## config.mk

```make
export PLATFORM = sky130hd
export DESIGN_NAME = uart_rx_core_flat
export DESIGN_NICKNAME = d
export VERILOG_FILES = /design/src/rtl/uart_rx_if.sv /design/src/rtl/uart_rx_core.sv /design/src/flat_wrapper.sv
export SDC_FILE = /design/constraint.sdc
export NUM_CORES = 1
export LEC_CHECK = 0
export BUFFER_PORTS_ARGS = -buffer_cell sky130_fd_sc_hd__clkbuf_2
export CAP_MARGIN = 5
export CORE_MARGIN = 4
export CORE_UTILIZATION = 35
export CTS_BUF_LIST = sky130_fd_sc_hd__clkbuf_8 sky130_fd_sc_hd__clkbuf_16
export CTS_CLUSTER_SIZE = 30
export DETAILED_ROUTE_END_ITERATION = 10
export PLACE_DENSITY = 0.54
export SYNTH_ARGS = -nofsm -noshare
export SYNTH_HDL_FRONTEND = slang
export SYNTH_SLANG_ARGS = --single-unit
```

## constraint.sdc

```tcl
create_clock -name clk -period 1.8 [get_ports clk]
set_input_delay 0.27 -clock clk [delete_from_list [all_inputs] [get_ports clk]]
set_output_delay 0.27 -clock clk [all_outputs]
set_load 0.1 [all_outputs]
```

## src/rtl/uart_rx_if.sv

```systemverilog
// Receive-side bundle between the UART controller and its serial receive core.
// The core takes the slave modport; the controller/FIFO side takes master.
interface uart_rx_if #(
    parameter int unsigned DATA_BITS = 8
);
    logic [10:0]          baud_final_value;
    logic                 rx;
    logic                 rx_fifo_Full;
    logic [DATA_BITS-1:0] rx_fifo_dataIn;
    logic                 rx_fifo_writeEn;
    logic                 frame_error;
    logic                 overrun;
    logic                 busy;

    modport master (
        output baud_final_value,
        output rx,
        output rx_fifo_Full,
        input  rx_fifo_dataIn,
        input  rx_fifo_writeEn,
        input  frame_error,
        input  overrun,
        input  busy
    );

    modport slave (
        input  baud_final_value,
        input  rx,
        input  rx_fifo_Full,
        output rx_fifo_dataIn,
        output rx_fifo_writeEn,
        output frame_error,
        output overrun,
        output busy
    );
endinterface

```

## src/rtl/uart_rx_core.sv

```systemverilog
// 16x-oversampling 8N1 UART receiver with its own tick generator; each good
// frame becomes a one-cycle FIFO write strobe, bad frames a one-cycle error pulse.
module uart_rx_core #(
    parameter int unsigned DATA_BITS   = 8,
    parameter int unsigned SYNC_STAGES = 2
) (
    input  logic     clk,
    input  logic     reset,
    uart_rx_if.slave bus
);

    typedef enum logic [1:0] {StIdle, StStart, StData, StStop} state_e;

    localparam logic [2:0] LastBit = 3'(DATA_BITS - 1);

    // Oversample tick generator
    logic [10:0] cnt_q, cnt_d;
    logic        tick;

    // Synchroniser
    logic [SYNC_STAGES-1:0] sync_q, sync_d;
    logic                   rx_s;

    // Deframer state
    state_e               state_q, state_d;
    logic [3:0]           s_cnt_q, s_cnt_d;
    logic [2:0]           n_q, n_d;
    logic [DATA_BITS-1:0] shift_q, shift_d;

    // Registered outputs
    logic [DATA_BITS-1:0] data_q, data_d;
    logic                 wr_q, wr_d;
    logic                 fe_q, fe_d;
    logic                 ovr_q, ovr_d;
    logic                 busy_q, busy_d;

    logic stop_decide;

    // A count above a newly lowered terminal value free-runs through 2047 and wraps.
    assign tick  = (cnt_q == bus.baud_final_value);
    assign cnt_d = tick ? 11'd0 : cnt_q + 11'd1;

    assign sync_d = {sync_q[SYNC_STAGES-2:0], bus.rx};
    assign rx_s   = sync_q[SYNC_STAGES-1];

    // State register
    always_ff @(posedge clk) begin
        if (reset) begin
            cnt_q   <= '0;
            sync_q  <= '1;
            state_q <= StIdle;
            s_cnt_q <= '0;
            n_q     <= '0;
            shift_q <= '0;
            data_q  <= '0;
            wr_q    <= 1'b0;
            fe_q    <= 1'b0;
            ovr_q   <= 1'b0;
            busy_q  <= 1'b0;
        end else begin
            cnt_q   <= cnt_d;
            sync_q  <= sync_d;
            state_q <= state_d;
            s_cnt_q <= s_cnt_d;
            n_q     <= n_d;
            shift_q <= shift_d;
            data_q  <= data_d;
            wr_q    <= wr_d;
            fe_q    <= fe_d;
            ovr_q   <= ovr_d;
            busy_q  <= busy_d;
        end
    end

    // Next-state logic; the FSM only moves on tick cycles
    always_comb begin
        state_d = state_q;
        s_cnt_d = s_cnt_q;
        n_d     = n_q;
        shift_d = shift_q;
        if (tick) begin
            unique case (state_q)
                StIdle: begin
                    if (!rx_s) begin
                        state_d = StStart;
                        s_cnt_d = 4'd0;
                    end
                end
                StStart: begin
                    if (s_cnt_q == 4'd7) begin
                        s_cnt_d = 4'd0;
                        n_d     = 3'd0;
                        // High at mid start bit means it was only a glitch.
                        state_d = rx_s ? StIdle : StData;
                    end else begin
                        s_cnt_d = s_cnt_q + 4'd1;
                    end
                end
                StData: begin
                    if (s_cnt_q == 4'd15) begin
                        s_cnt_d = 4'd0;
                        shift_d = {rx_s, shift_q[DATA_BITS-1:1]};
                        if (n_q == LastBit) begin
                            state_d = StStop;
                        end else begin
                            n_d = n_q + 3'd1;
                        end
                    end else begin
                        s_cnt_d = s_cnt_q + 4'd1;
                    end
                end
                StStop: begin
                    // Leaving at mid stop bit leaves half a bit to catch the next start edge.
                    if (s_cnt_q == 4'd15) begin
                        state_d = StIdle;
                        s_cnt_d = 4'd0;
                    end else begin
                        s_cnt_d = s_cnt_q + 4'd1;
                    end
                end
                default: state_d = StIdle;
            endcase
        end
    end

    // Output logic: pulses are decided on the mid-stop tick and registered
    always_comb begin
        stop_decide = tick && (state_q == StStop) && (s_cnt_q == 4'd15);
        wr_d        = stop_decide && rx_s && !bus.rx_fifo_Full;
        ovr_d       = stop_decide && rx_s && bus.rx_fifo_Full;
        fe_d        = stop_decide && !rx_s;
        data_d      = wr_d ? shift_q : data_q;
        busy_d      = (state_d != StIdle);
    end

    assign bus.rx_fifo_dataIn  = data_q;
    assign bus.rx_fifo_writeEn = wr_q;
    assign bus.frame_error     = fe_q;
    assign bus.overrun         = ovr_q;
    assign bus.busy            = busy_q;

endmodule

```

## src/flat_wrapper.sv

```systemverilog
// flat-port wrapper written by rule: the top's interface ports become plain ports
module uart_rx_core_flat 
#(
    parameter int unsigned DATA_BITS   = 8,
    parameter int unsigned SYNC_STAGES = 2
)
  (clk, reset, bus_baud_final_value, bus_rx, bus_rx_fifo_Full, bus_rx_fifo_dataIn, bus_rx_fifo_writeEn, bus_frame_error, bus_overrun, bus_busy);
  uart_rx_if #(.DATA_BITS(DATA_BITS)) bus_i ();
  input  logic clk;
  input  logic reset;
  input wire logic [$bits(bus_i.baud_final_value)-1:0] bus_baud_final_value;
  input wire logic [$bits(bus_i.rx)-1:0] bus_rx;
  input wire logic [$bits(bus_i.rx_fifo_Full)-1:0] bus_rx_fifo_Full;
  output wire logic [$bits(bus_i.rx_fifo_dataIn)-1:0] bus_rx_fifo_dataIn;
  output wire logic [$bits(bus_i.rx_fifo_writeEn)-1:0] bus_rx_fifo_writeEn;
  output wire logic [$bits(bus_i.frame_error)-1:0] bus_frame_error;
  output wire logic [$bits(bus_i.overrun)-1:0] bus_overrun;
  output wire logic [$bits(bus_i.busy)-1:0] bus_busy;
  assign bus_i.baud_final_value = bus_baud_final_value;
  assign bus_i.rx = bus_rx;
  assign bus_i.rx_fifo_Full = bus_rx_fifo_Full;
  assign bus_rx_fifo_dataIn = bus_i.rx_fifo_dataIn;
  assign bus_rx_fifo_writeEn = bus_i.rx_fifo_writeEn;
  assign bus_frame_error = bus_i.frame_error;
  assign bus_overrun = bus_i.overrun;
  assign bus_busy = bus_i.busy;
  uart_rx_core #(.DATA_BITS(DATA_BITS), .SYNC_STAGES(SYNC_STAGES)) u_core (.clk(clk), .reset(reset), .bus(bus_i));
endmodule
```

==> results by group <==
Setup path
  – Reg2Reg Depth: 6
  – Max incr delay on CP: 330 ps
  – Slowest CP cell: dfxtp_1
  – Setup CP Type: flip-flop to flip-flop
  – Critical path startpoint category: flip-flop
  – Req. time, crit path: 2040 ps
  – Worst EP arrival: 1910 ps
  – CP endpoint kind: flip-flop
  – Crit-path cells: ha_1, and2_2, and3_1, a211oi_1, and2_1, mux2_2
  – Critical R2R Launch: u_core.s_cnt_q[0]
  – CP Max Fanout: 5
  – RR Endpoint: u_core.s_cnt_q[0]
  – FF-to-FF setup slack: 130 ps

Final layout
  – Antenna cell count: 0
  – Final non-filler cell total: 308
  – Fin area: 2340 um2
  – Nets: 256
  – Share of layout cells above drive strength 1: 0.265
  – Synthesis-to-finish area growth: 21.5%

Global route
  – Total gr overflow: 0
  – Largest net degree at the start of global routing: 23
  – Global-route wire length before repair: 6.00 mm
  – Number of global-route vias before repair: 1360
  – Total global-route track usage: 0.116
  – Initial antenna violation count: 0

CTS
  – Hold_buf cts: 0
  – CTS max path bufs: 2
  – Root Driver: clkbuf_8
  – Clock latency on the worst-skew pair: 290 ps
  – H-Tree Level Count: 2
  – Clk sinks: 42
  – CTS tree: built
  – Total CTS buffers: 5
  – Clk slew on worst S/H paths: 80 ps

STA
  – Max transition margin: 0.639
  – Post-layout worst setup margin: 133 ps
  – Min Tclk post-route: 1670 ps
  – Fin Setup TNS: 0 ps
  – Final setup viols: 0
  – Setup repair after global routing missed its margin: true
  – FMAX: 0.600 GHz
  – Final cycle utilization of the critical path: 0.926
  – Least-Margin Pin Slew: 544 ps
  – Skew final: 3.83 ps
  – Slew Limit Fails: 0
  – Hold Vio Cnt, Final: 0

Floorplanning
  – Die width: 82.2 um
  – Initial Utilization: 0.370
  – Die area: 6750 um2
  – I/O pin cnt: 27
  – Core area: 5200 um2
  – Row Count: 26
  – Die Ht: 82.2 um

Synth
  – Ranking of synthesized cells by area: dfxtp_1, mux2i_1, xnor2_1
  – Syn Area/Cell: 9.72 um2
  – Ys Warns: 0
  – Post-synth EDFFs: 0
  – Unique masters post-synth: 39
  – Synthesized flop and latch total: 42
  – Top-count cell post-synth: dfxtp_1
  – Post-synth top cells: dfxtp_1, nor2_1, nand2b_1
  – Area leader, netlist: dfxtp_1
  – Mapped Area: 1920 um2
  – Top FF cell, synth: dfxtp_1
  – Async set-reset flop share out of synthesis: 0
  – Synth top area share: 0.437
  – Sequential area share after synthesis: 0.437
  – Mapped Cells: 198
  – Synth Net Count: 217

Run status
  – Status: finished, final reports clean

Pwr
  – Sw Ratio: 0.218
  – Pwr Density: 702 nW/um2
  – Logic pwr share: 0.050
  – Reg power frac: 0.575
  – Internal power: 1280 uW
  – Peak VDD IR: 0.000370 V
  – Clock power share: 0.376
  – Leak pwr: 0.00100 uW
  – Psw: 358 uW

Place
  – Post-Place Setup Slack: 53.3 ps
  – GP Congestion: 0.761
  – Port bufs: 26
  – Placed cell count: 299
  – DP Wirelength: 2.59 mm
  – Post-DP Area: 2210 um2

Worst hold path
  – HP Start: bus_rx
  – HP Class: primary input to flip-flop
  – Hold endpoint: u_core.sync_q[0]
  – Hold Crit Depth: 2

Routing
  – DR vias: 1424
  – Post-route DRC violation count: 0
  – DRT iter0 DRCs: 63
  – WL final: 3.56 mm
  – Routed Antenna Nets: 0
  – Vias per cell: 4.62
  – First drt pass iteration count: 4
  – WL per Instance: 11.6 um

Job
  – Max cap viols: 0
-- sequential cells by signal, summed over array words and instances, names as in the netlist --
signal and count:
u_core.bus.busy 1, u_core.bus.frame_error 1, u_core.bus.overrun 1, u_core.bus.rx_fifo_dataIn 8
u_core.bus.rx_fifo_writeEn 1, u_core.cnt_q 11, u_core.n_q 3, u_core.s_cnt_q 4
u_core.shift_q 8, u_core.state_q 2, u_core.sync_q 2
-- worst max-delay path by stage --
stage	depth (start not counted)	to	from	slack [ps]
final	6	u_core.s_cnt_q[0]	u_core.s_cnt_q[0]	130
after CTS	8	u_core.n_q[0]	u_core.n_q[0]	40
after global routing	8	u_core.n_q[0]	u_core.n_q[1]	-20
after floorplan	7	u_core.n_q[0]	u_core.n_q[0]	120
after detailed placement	8	u_core.n_q[0]	u_core.n_q[0]	50
after global placement	8	u_core.n_q[0]	u_core.n_q[0]	110
-- power groups by stage --
stage	clock (uW)	combinational (uW)	sequential, uW
2_1_floorplan	0	51.0	965
3_3_place_gp	0	83.9	966
3_5_place_dp	0	84.0	966
4_1_cts	644	84.1	944
5_1_grt	675	93.3	945
6_report	617	81.6	944
-- metrics by stage --
step / util / power (uW) / hold WS (ps)
detailed placement: 0.424 / 1050 / 404
finish: 0.449 / 1640 / 165
floorplan: - / 1020 / 374
global route: 0.449 / 1710 / 166
global placement: 0.424 / 1050 / 396
CTS: 0.441 / 1670 / 157
-- cells by family (layout without fill, tap and decap cells) --
| kind of cell | Yosys count | count (layout) | share of synthesized area |
|---|---|---|---|
| AO/OA/AOI/OAI | 18 | 18 | 0.0637 |
| XOR/XNOR | 20 | 20 | 0.0910 |
| flip-flops | 42 | 42 | 0.437 |
| adder cells (fa/ha/maj) | 4 | 4 | 0.0260 |
| AND/OR/NAND/NOR | 81 | 81 | 0.243 |
| multiplexers | 19 | 19 | 0.0995 |
| buffers and inverters | 14 | 54 | 0.0397 |
-- per-layer routing --
layer / part of all wire / vias up / track usage
li1: - / 750 / -
met1: 0.50 / 641 / 0.155
met2: 0.43 / 26 / 0.170
met3: 0.051 / 7 / 0.0390
met4: 0.017 / 0 / 0.0498
met5: 0 / - / 0
-- placed cells by master (no fill, tap or decap), drive strengths merged, types with 6 or more instances in the layout --
cell    instances
nor2           21
nand2b         20
nand2           7
dfxtp          42
mux2i          18
nand3           6
xnor2          15
clkbuf         32
buf            16
-- worst max-delay path, delay by kind of cell, from the launching register on --
kind	cells	cell delay, ps
AOI/OAI and AO/OA	1	250
and+or+nand+nor	3	660
DFF	1	330
adders and majority gates	1	240
muxes	1	150
-- layout make-up --
cell class                      count  area, um2
Tap cell                           70       87.6
Timing Repair Buffer               42        263
Clock buffer                        6       82.6
Sequential cell                    42        843
Fill cell                         528       2870
Inverter                            4       15.0
Clock inverter                      2       8.76
Multi-Input combinational cell    142       1040
-- timing repair --
item | 4_1_cts | 5_1_grt
endpoints found under the setup margin | 0 | 9
setup buffers | 0 | 1
gates resized for setup | 0 | 9
hold endpoints to repair | 0 | 0
Power figures use the tool's default switching activity.
